### src/rtl/fetch_unit.sv
// LC-3b instruction fetch front end: PC register, imem read/resp handshake,
// PC-mux redirect, and an output register plus one-entry skid toward decode.
module fetch_unit #(
    parameter logic [15:0] RESET_PC = 16'h0000
) (
    input  logic        clk,
    input  logic        rst,
    input  logic        redirect_valid,
    input  logic [1:0]  pcmux_sel,
    input  logic [15:0] br_target,
    input  logic [15:0] trap_target,
    input  logic [15:0] jmp_target,
    output logic        imem_read,
    output logic [15:0] imem_address,
    input  logic        imem_resp,
    input  logic [15:0] imem_rdata,
    output logic        if_valid,
    output logic [15:0] if_ir,
    output logic [15:0] if_pc,
    output logic [15:0] if_npc,
    input  logic        id_ready
);

    typedef enum logic [1:0] {
        S_FETCH   = 2'd0,
        S_WAIT    = 2'd1,
        S_DISCARD = 2'd2
    } state_t;

    state_t      r_state;
    state_t      w_state_next;

    logic [15:0] r_pc;
    logic [15:0] w_pc_next;

    logic        r_out_valid;
    logic [15:0] r_out_ir;
    logic [15:0] r_out_pc;
    logic [15:0] r_out_npc;
    logic        w_out_valid_next;
    logic [15:0] w_out_ir_next;
    logic [15:0] w_out_pc_next;
    logic [15:0] w_out_npc_next;

    logic        r_skid_valid;
    logic [15:0] r_skid_ir;
    logic [15:0] r_skid_pc;
    logic        w_skid_valid_next;
    logic [15:0] w_skid_ir_next;
    logic [15:0] w_skid_pc_next;

    logic [15:0] w_target_raw;
    logic [15:0] w_target;
    logic [15:0] w_pc_inc;
    logic        w_redirect;
    logic        w_req_active;
    logic        w_consume;

    always_comb begin
        case (pcmux_sel)
            2'b01:   w_target_raw = br_target;
            2'b10:   w_target_raw = trap_target;
            2'b11:   w_target_raw = jmp_target;
            default: w_target_raw = r_pc;
        endcase
    end

    // Instruction addresses are word aligned, so the low bit is dropped.
    assign w_target     = {w_target_raw[15:1], 1'b0};
    assign w_redirect   = redirect_valid && (pcmux_sel != 2'b00);
    assign w_req_active = (r_state == S_FETCH) || (r_state == S_DISCARD);
    assign w_consume    = r_out_valid && id_ready;
    assign w_pc_inc     = r_pc + 16'd2;

    always_comb begin
        w_state_next      = r_state;
        w_pc_next         = r_pc;
        w_out_valid_next  = r_out_valid;
        w_out_ir_next     = r_out_ir;
        w_out_pc_next     = r_out_pc;
        w_out_npc_next    = r_out_npc;
        w_skid_valid_next = r_skid_valid;
        w_skid_ir_next    = r_skid_ir;
        w_skid_pc_next    = r_skid_pc;

        if (w_redirect) begin
            // A redirect kills both buffers even if decode is taking the head.
            w_pc_next         = w_target;
            w_out_valid_next  = 1'b0;
            w_skid_valid_next = 1'b0;
            w_state_next      = (w_req_active && !imem_resp) ? S_DISCARD : S_FETCH;
        end else begin
            if (w_consume) begin
                w_out_valid_next  = r_skid_valid;
                w_out_ir_next     = r_skid_ir;
                w_out_pc_next     = r_skid_pc;
                w_out_npc_next    = r_skid_pc + 16'd2;
                w_skid_valid_next = 1'b0;
            end

            case (r_state)
                S_FETCH: begin
                    if (imem_resp) begin
                        if ((!r_out_valid || w_consume) && !r_skid_valid) begin
                            w_out_valid_next = 1'b1;
                            w_out_ir_next    = imem_rdata;
                            w_out_pc_next    = r_pc;
                            w_out_npc_next   = w_pc_inc;
                        end else begin
                            w_skid_valid_next = 1'b1;
                            w_skid_ir_next    = imem_rdata;
                            w_skid_pc_next    = r_pc;
                        end
                        w_pc_next    = w_pc_inc;
                        w_state_next = w_skid_valid_next ? S_WAIT : S_FETCH;
                    end
                end
                S_WAIT: begin
                    if (!w_skid_valid_next) begin
                        w_state_next = S_FETCH;
                    end
                end
                S_DISCARD: begin
                    // This response completes the request issued before the redirect.
                    if (imem_resp) begin
                        w_state_next = S_FETCH;
                    end
                end
                default: begin
                    w_state_next = S_FETCH;
                end
            endcase
        end
    end

    always_ff @(posedge clk) begin
        if (rst) begin
            r_state <= S_FETCH;
        end else begin
            r_state <= w_state_next;
        end
    end

    always_ff @(posedge clk) begin
        if (rst) begin
            r_pc         <= RESET_PC;
            r_out_valid  <= 1'b0;
            r_out_ir     <= 16'h0000;
            r_out_pc     <= 16'h0000;
            r_out_npc    <= 16'h0000;
            r_skid_valid <= 1'b0;
            r_skid_ir    <= 16'h0000;
            r_skid_pc    <= 16'h0000;
        end else begin
            r_pc         <= w_pc_next;
            r_out_valid  <= w_out_valid_next;
            r_out_ir     <= w_out_ir_next;
            r_out_pc     <= w_out_pc_next;
            r_out_npc    <= w_out_npc_next;
            r_skid_valid <= w_skid_valid_next;
            r_skid_ir    <= w_skid_ir_next;
            r_skid_pc    <= w_skid_pc_next;
        end
    end

    assign imem_read    = w_req_active && !rst;
    assign imem_address = r_pc;
    assign if_valid     = r_out_valid;
    assign if_ir        = r_out_ir;
    assign if_pc        = r_out_pc;
    assign if_npc       = r_out_npc;

endmodule

### config.mk
export PLATFORM = sky130hd
export DESIGN_NAME = fetch_unit
export DESIGN_NICKNAME = d
export VERILOG_FILES = /design/src/rtl/fetch_unit.sv
export SDC_FILE = /design/constraint.sdc
export NUM_CORES = 1
export LEC_CHECK = 0
export CORE_ASPECT_RATIO = 1.1
export CORE_UTILIZATION = 50
export DETAILED_ROUTE_END_ITERATION = 8
export GPL_TIMING_DRIVEN = 0
export HOLD_SLACK_MARGIN = 0.05
export PLACE_DENSITY = 0.89
export SYNTH_ARGS = -nofsm -noshare
export SYNTH_HDL_FRONTEND = slang
export SYNTH_SLANG_ARGS = --single-unit
### constraint.sdc
create_clock -name clk -period 3.1 [get_ports clk]
set_input_delay 0.775 -clock clk [delete_from_list [all_inputs] [get_ports clk]]
set_output_delay 0.775 -clock clk [all_outputs]
set_load 0.02 [all_outputs]
# ---- Word-level counts from Yosys, hierarchy flattened
# Index checks and enable logic that the tools add are counted.
dict set report word_totals {
  output_inout_bits 66
  input_bits 71
  ramBits 0
  reg_bits 100
  mem_count 0
  latch_bits 0
  word_cells 78
  rom_bits 0
}
dict set report op_classes {
  div 0
  mux 35
  n_reduce_logical 20
  n_eq_ne 9
  shifts 0
  multipliers 0
  n_bitwise 2
  n_lt_le_gt_ge 0
  n_addsub 2
}
# op n
set ops {}
lappend ops {{two-way mux 16 bit} 15}
lappend ops {{case mux 16 bit (3 select lines)} 1}
lappend ops {{adder 16 x 2 -> 16 bit (second input constant)} 2}
lappend ops {{two-way mux 1 bit} 13}
lappend ops {{two-way mux 2 bit} 5}
lappend ops {{!= test 3 bit (second input constant)} 3}
lappend ops {{== test 2 bit (second input constant)} 3}
lappend ops {{case mux 2 bit (3 select lines)} 1}
lappend ops {{AND reduction 3 bit} 2}
lappend ops {{nonzero test 2 bit} 3}
lappend ops {{logical AND 1 bit} 5}
lappend ops {{== test 2 x 1 -> 1 bit (second input constant)} 2}
lappend ops {{zero test 1 bit} 4}
lappend ops {{!= test 4 x 1 -> 1 bit (second input constant)} 1}
lappend ops {{AND reduction 4 bit} 1}
lappend ops {{zero test 2 bit} 1}
lappend ops {{logical OR 1 bit} 2}
lappend ops {{inverter 1 bit} 2}
lappend ops {{AND reduction 2 bit} 1}
lappend ops {{OR reduction 2 bit} 1}

# ---- Logic depth before layout (Yosys ltp)
dict set report depth {
  word_depth 11
  ltp_mapped 9
}

# ---- Worst setup path after synthesis
# Ideal clock, no wire load.
dict set report synth_timing {
  path_type {input to output}
  start {input rst}
  end {output imem_read}
  path_stages 4
  path_slack_ps 590
  t_arrival_ps 1735
  cell_sequence {clkbuf_1 > clkbuf_1 > clkbuf_1 > nor2_1}
}
dict set report synth_between {
  elab_chain_cells 2
}
# element line_no
set synth_rtl {}
lappend synth_rtl {{start: declaration} 7} ;# input logic rst,
lappend synth_rtl {{zero test 1 bit} 166} ;# assign imem_read = w_req_active && !rst;
lappend synth_rtl {{logical AND 1 bit} 166}
lappend synth_rtl {{end: declaration} 13} ;# output logic imem_read,
# No other way between the ends.

# ---- Worst setup path after layout
# Same ends and word-level chain as after synthesis.

==> results.sh <==
export IMPL_outcome="finished clean"
export IMPL_worstPathArrival_ns=2.25
export IMPL_slew_headroom_pct=57.21
export IMPL_wire_per_inst_um=18.09
export IMPL_cts_buffers=9
export IMPL_syn_instance_count=614
export IMPL_skew_ns=0.01506
export IMPL_port_buffers=131
export IMPL_grt_max_degree=18
export IMPL_gr_usage_met2_pct=52.45
export IMPL_pre_cts_ws_ns=-0.4833
export IMPL_clk_pin_slew_ns=0.10
export IMPL_drtPass1Iterations=5
export IMPL_synth_ff_type="dfxtp_1"
export IMPL_globalRouteTotalUtil_pct=32.63
export IMPL_timing_final_crit_period_ns=3.021
export IMPL_cp_end_kind="primary output"
export IMPL_start_util_pct=51.58
export IMPL_die_height_um=105.0
export IMPL_io_pins=137
export IMPL_p_leak_nw=2.213
export IMPL_drv_slew=0
export IMPL_drc=0
export IMPL_dpl_hpwl_um=11990
export IMPL_grt_pass1_vias=5043
export IMPL_syn_area_sq_mm=0.004823
export IMPL_routed_wl_um=15880
export IMPL_synth_warnings=0
export IMPL_fillCellCount=777
export IMPL_worst_path_buf_inv=4
export IMPL_grt_overflow=0
export IMPL_crit_fanout=10
export IMPL_cp_top_family="buffers and inverters"
export IMPL_grt_util_met1_pct=40.26
export IMPL_ys_ff_latch=98
export IMPL_core_area_sq_mm=0.009351
export IMPL_root_buffer="clkbuf_8"
export IMPL_max_cap_violations=0
export IMPL_drtAntennaViolNets=0
export IMPL_synthAdderAreaFrac_pct=1.556
export IMPL_path_cells="clkbuf_2, clkbuf_2, clkbuf_4, nor2_1, clkdlybuf4s50_1"
export IMPL_irDropWorstVdd_mv=0.2870
export IMPL_worst_slew_pin_slew_ns=0.6359
export IMPL_synth_compound_area_share_pct=25.50
export IMPL_groute_layer_met3_usage_pct=5.677
export IMPL_die_w_um=95.65
export IMPL_worstSetupStartpointType="input port"
export IMPL_clock_sinks=98
export IMPL_synthMuxAreaShare_pct=0.2075
export IMPL_cts_max_path_buffers=2
export IMPL_clock_fmax_mhz=331.1
export IMPL_multi_input_area_sq_mm=0.002592
export IMPL_synth_edff_count=0
export IMPL_setup_violations=0
export IMPL_seqCellArea_sq_mm=0.001962
export IMPL_die_area_sq_mm=0.01004
export IMPL_fp_row_count=37
export IMPL_worst_hold_slack_ns=0.4624
export IMPL_crit_slowest_cell="clkdlybuf4s50_1"
export IMPL_area_growth_pct=34.63
export IMPL_hold_violations=0
export IMPL_synth_xor_area_share_pct=4.903
export IMPL_ys_seq_area_share_pct=40.67
export IMPL_hold_path_class="flip-flop to flip-flop"
export IMPL_insertion_delay_ns=0.38
export IMPL_syn_nets=691
export IMPL_path_class="input port to primary output"
export IMPL_nNetsFinal=833
export IMPL_antenna_found_initial=0
export IMPL_power_mw=2.978
export IMPL_power_density_mw_per_mm2=458.6
export IMPL_slowest_delay_ns=0.62
export IMPL_vias=5303
export IMPL_fin_ws_ns=0.07935
export IMPL_fin_crit_sh_pct=97.44
export IMPL_gp_congestion=1.017
export IMPL_top_usage_layer="met2"
export IMPL_diodes=0
export IMPL_synth_top_family_by_area="compound AO/OA/AOI/OAI gates"
export IMPL_cts_tree="built"
export IMPL_synth_simple_gate_area_share_pct=21.37
export IMPL_rsz0062_at_grt="false"
export IMPL_critical_path_required_ns=2.32
export IMPL_utilization_pct=69.44
export IMPL_ys_types=53
export IMPL_h_tree_depth=3
export IMPL_routed_via_density=6.040
export IMPL_cp_common_cell="clkbuf_2"
export IMPL_ys_async_sr_fraction_pct=0
export IMPL_grt_pass1_wl_um=25050
export IMPL_syn_avg_cell_area_sq_um=7.856
export IMPL_drt_iter0_drc=423
export IMPL_drive_gt1_share_pct=4.731
what timing repair did:
item | 4_1_cts | 5_1_grt
pin swaps | 0 | 0
hold buffers | 0 | 0
endpoints found under the setup margin | 1 | 14
setup buffers | 0 | 0
gates resized for setup | 3 | 6
power by group:
| group | total (mW) | switching, mW | internal (mW) | leakage, nW |
|---|---|---|---|---|
| Sequential | 1.40 | 0.0633 | 1.33 | 0.800 |
| Combinational | 0.723 | 0.394 | 0.329 | 1.31 |
| Clock | 0.859 | 0.475 | 0.384 | 0.0992 |
final timing paths:
path | from | to | slack [ns] | cells past startpoint
worst max register to register | r_state[0] | r_skid_ir[15] | 0.74 | 6
worst min register to register | r_skid_ir[7] | r_skid_ir[7] | 0.46 | 2
worst max-delay path | rst | imem_read | 0.08 | 5
worst min-delay path | r_skid_ir[7] | r_skid_ir[7] | 0.46 | 2
cell usage after synthesis (2+ instances only):
| library cell | count | area share [%] |
|---|---|---|
| inv_1 | 10 | 0.78 |
| nor2b_1 | 2 | 0.26 |
| buf_4 | 4 | 0.62 |
| nor3b_1 | 3 | 0.47 |
| a222oi_1 | 12 | 2.5 |
| nand4_1 | 11 | 1.4 |
| nand2_1 | 85 | 6.6 |
| clkbuf_1 | 46 | 3.6 |
| o22ai_1 | 37 | 4.8 |
| xnor2_1 | 14 | 2.5 |
| xor2_1 | 13 | 2.4 |
| nand2b_1 | 5 | 0.65 |
| o32ai_1 | 4 | 0.73 |
| nor4_1 | 5 | 0.65 |
| a211oi_1 | 38 | 5.9 |
| nor2_1 | 81 | 6.3 |
| a2111oi_1 | 2 | 0.42 |
| nand3_1 | 13 | 1.3 |
| a22oi_1 | 6 | 0.93 |
| and3_1 | 5 | 0.65 |
| dfxtp_1 | 98 | 41 |
| buf_2 | 4 | 0.42 |
| a21oi_1 | 50 | 5.2 |
| o211ai_1 | 3 | 0.47 |
| o21ai_0 | 18 | 1.9 |
| ha_1 | 6 | 1.6 |
| nand3b_1 | 2 | 0.31 |
| nor3_1 | 12 | 1.2 |
flip-flops by register name, indices dropped and copies added (netlist names):
register	flops
if_ir	16
if_npc	16
if_pc	16
r_skid_ir	16
imem_address	15
r_skid_pc	15
r_state	2
if_valid	1
r_skid_valid	1
logic make-up after synthesis:
logic type / Yosys count
AND/OR/NAND/NOR: 231
AO/OA/AOI/OAI: 184
flip-flops: 98
buffers and inverters: 66
XOR/XNOR: 27
adder cells (fa/ha/maj): 6
other: 1
multiplexers: 1
layout by cell type (no fill, tap or decap), drive strengths merged, types with 12 or more instances in the layout:
cell and instances:
nor3 12, a222oi 12, clkdlybuf4s50 131, clkbuf 56, dfxtp 98, o22ai 37
xnor2 14, nand3 14, a21oi 50, inv 13, o21ai 18, nand2 85
a211oi 38, xor2 13, nor2 83
worst min-delay path, cell delays in order, from the launching register on:
cell     delay [ns]
dfxtp_1        0.32
nand2_1        0.05
a21oi_1        0.05
cell type report:
cell class                      count  share of cell area [%]
Multi-Input combinational cell    450                   39.92
Sequential cell                    98                   30.21
Timing Repair Buffer              131                   20.19
Buffer                             56                   3.776
Tap cell                          117                   2.254
Clock buffer                       10                   1.965
Clock inverter                      6                   1.098
Inverter                           10                  0.5780
stage by stage:
stage	cells	setup TNS (ns)	cell area (sq um)
4_1_cts	878	0	6484
3_5_place_dp	862	-8.487	6281
2_1_floorplan	614	0	4823
5_1_grt	878	0	6494
3_3_place_gp	862	-4.142	6281
6_report	878	0	6494
routing by layer:
| metal | routed length (um) | share of wire (%) |
|---|---|---|
| met3 | 1110 | 7.0 |
| met4 | 747 | 4.7 |
| met5 | 0 | 0 |
| met1 | 6443 | 41 |
| met2 | 7578 | 48 |
No activity file was read; power rests on OpenSTA's default activity.
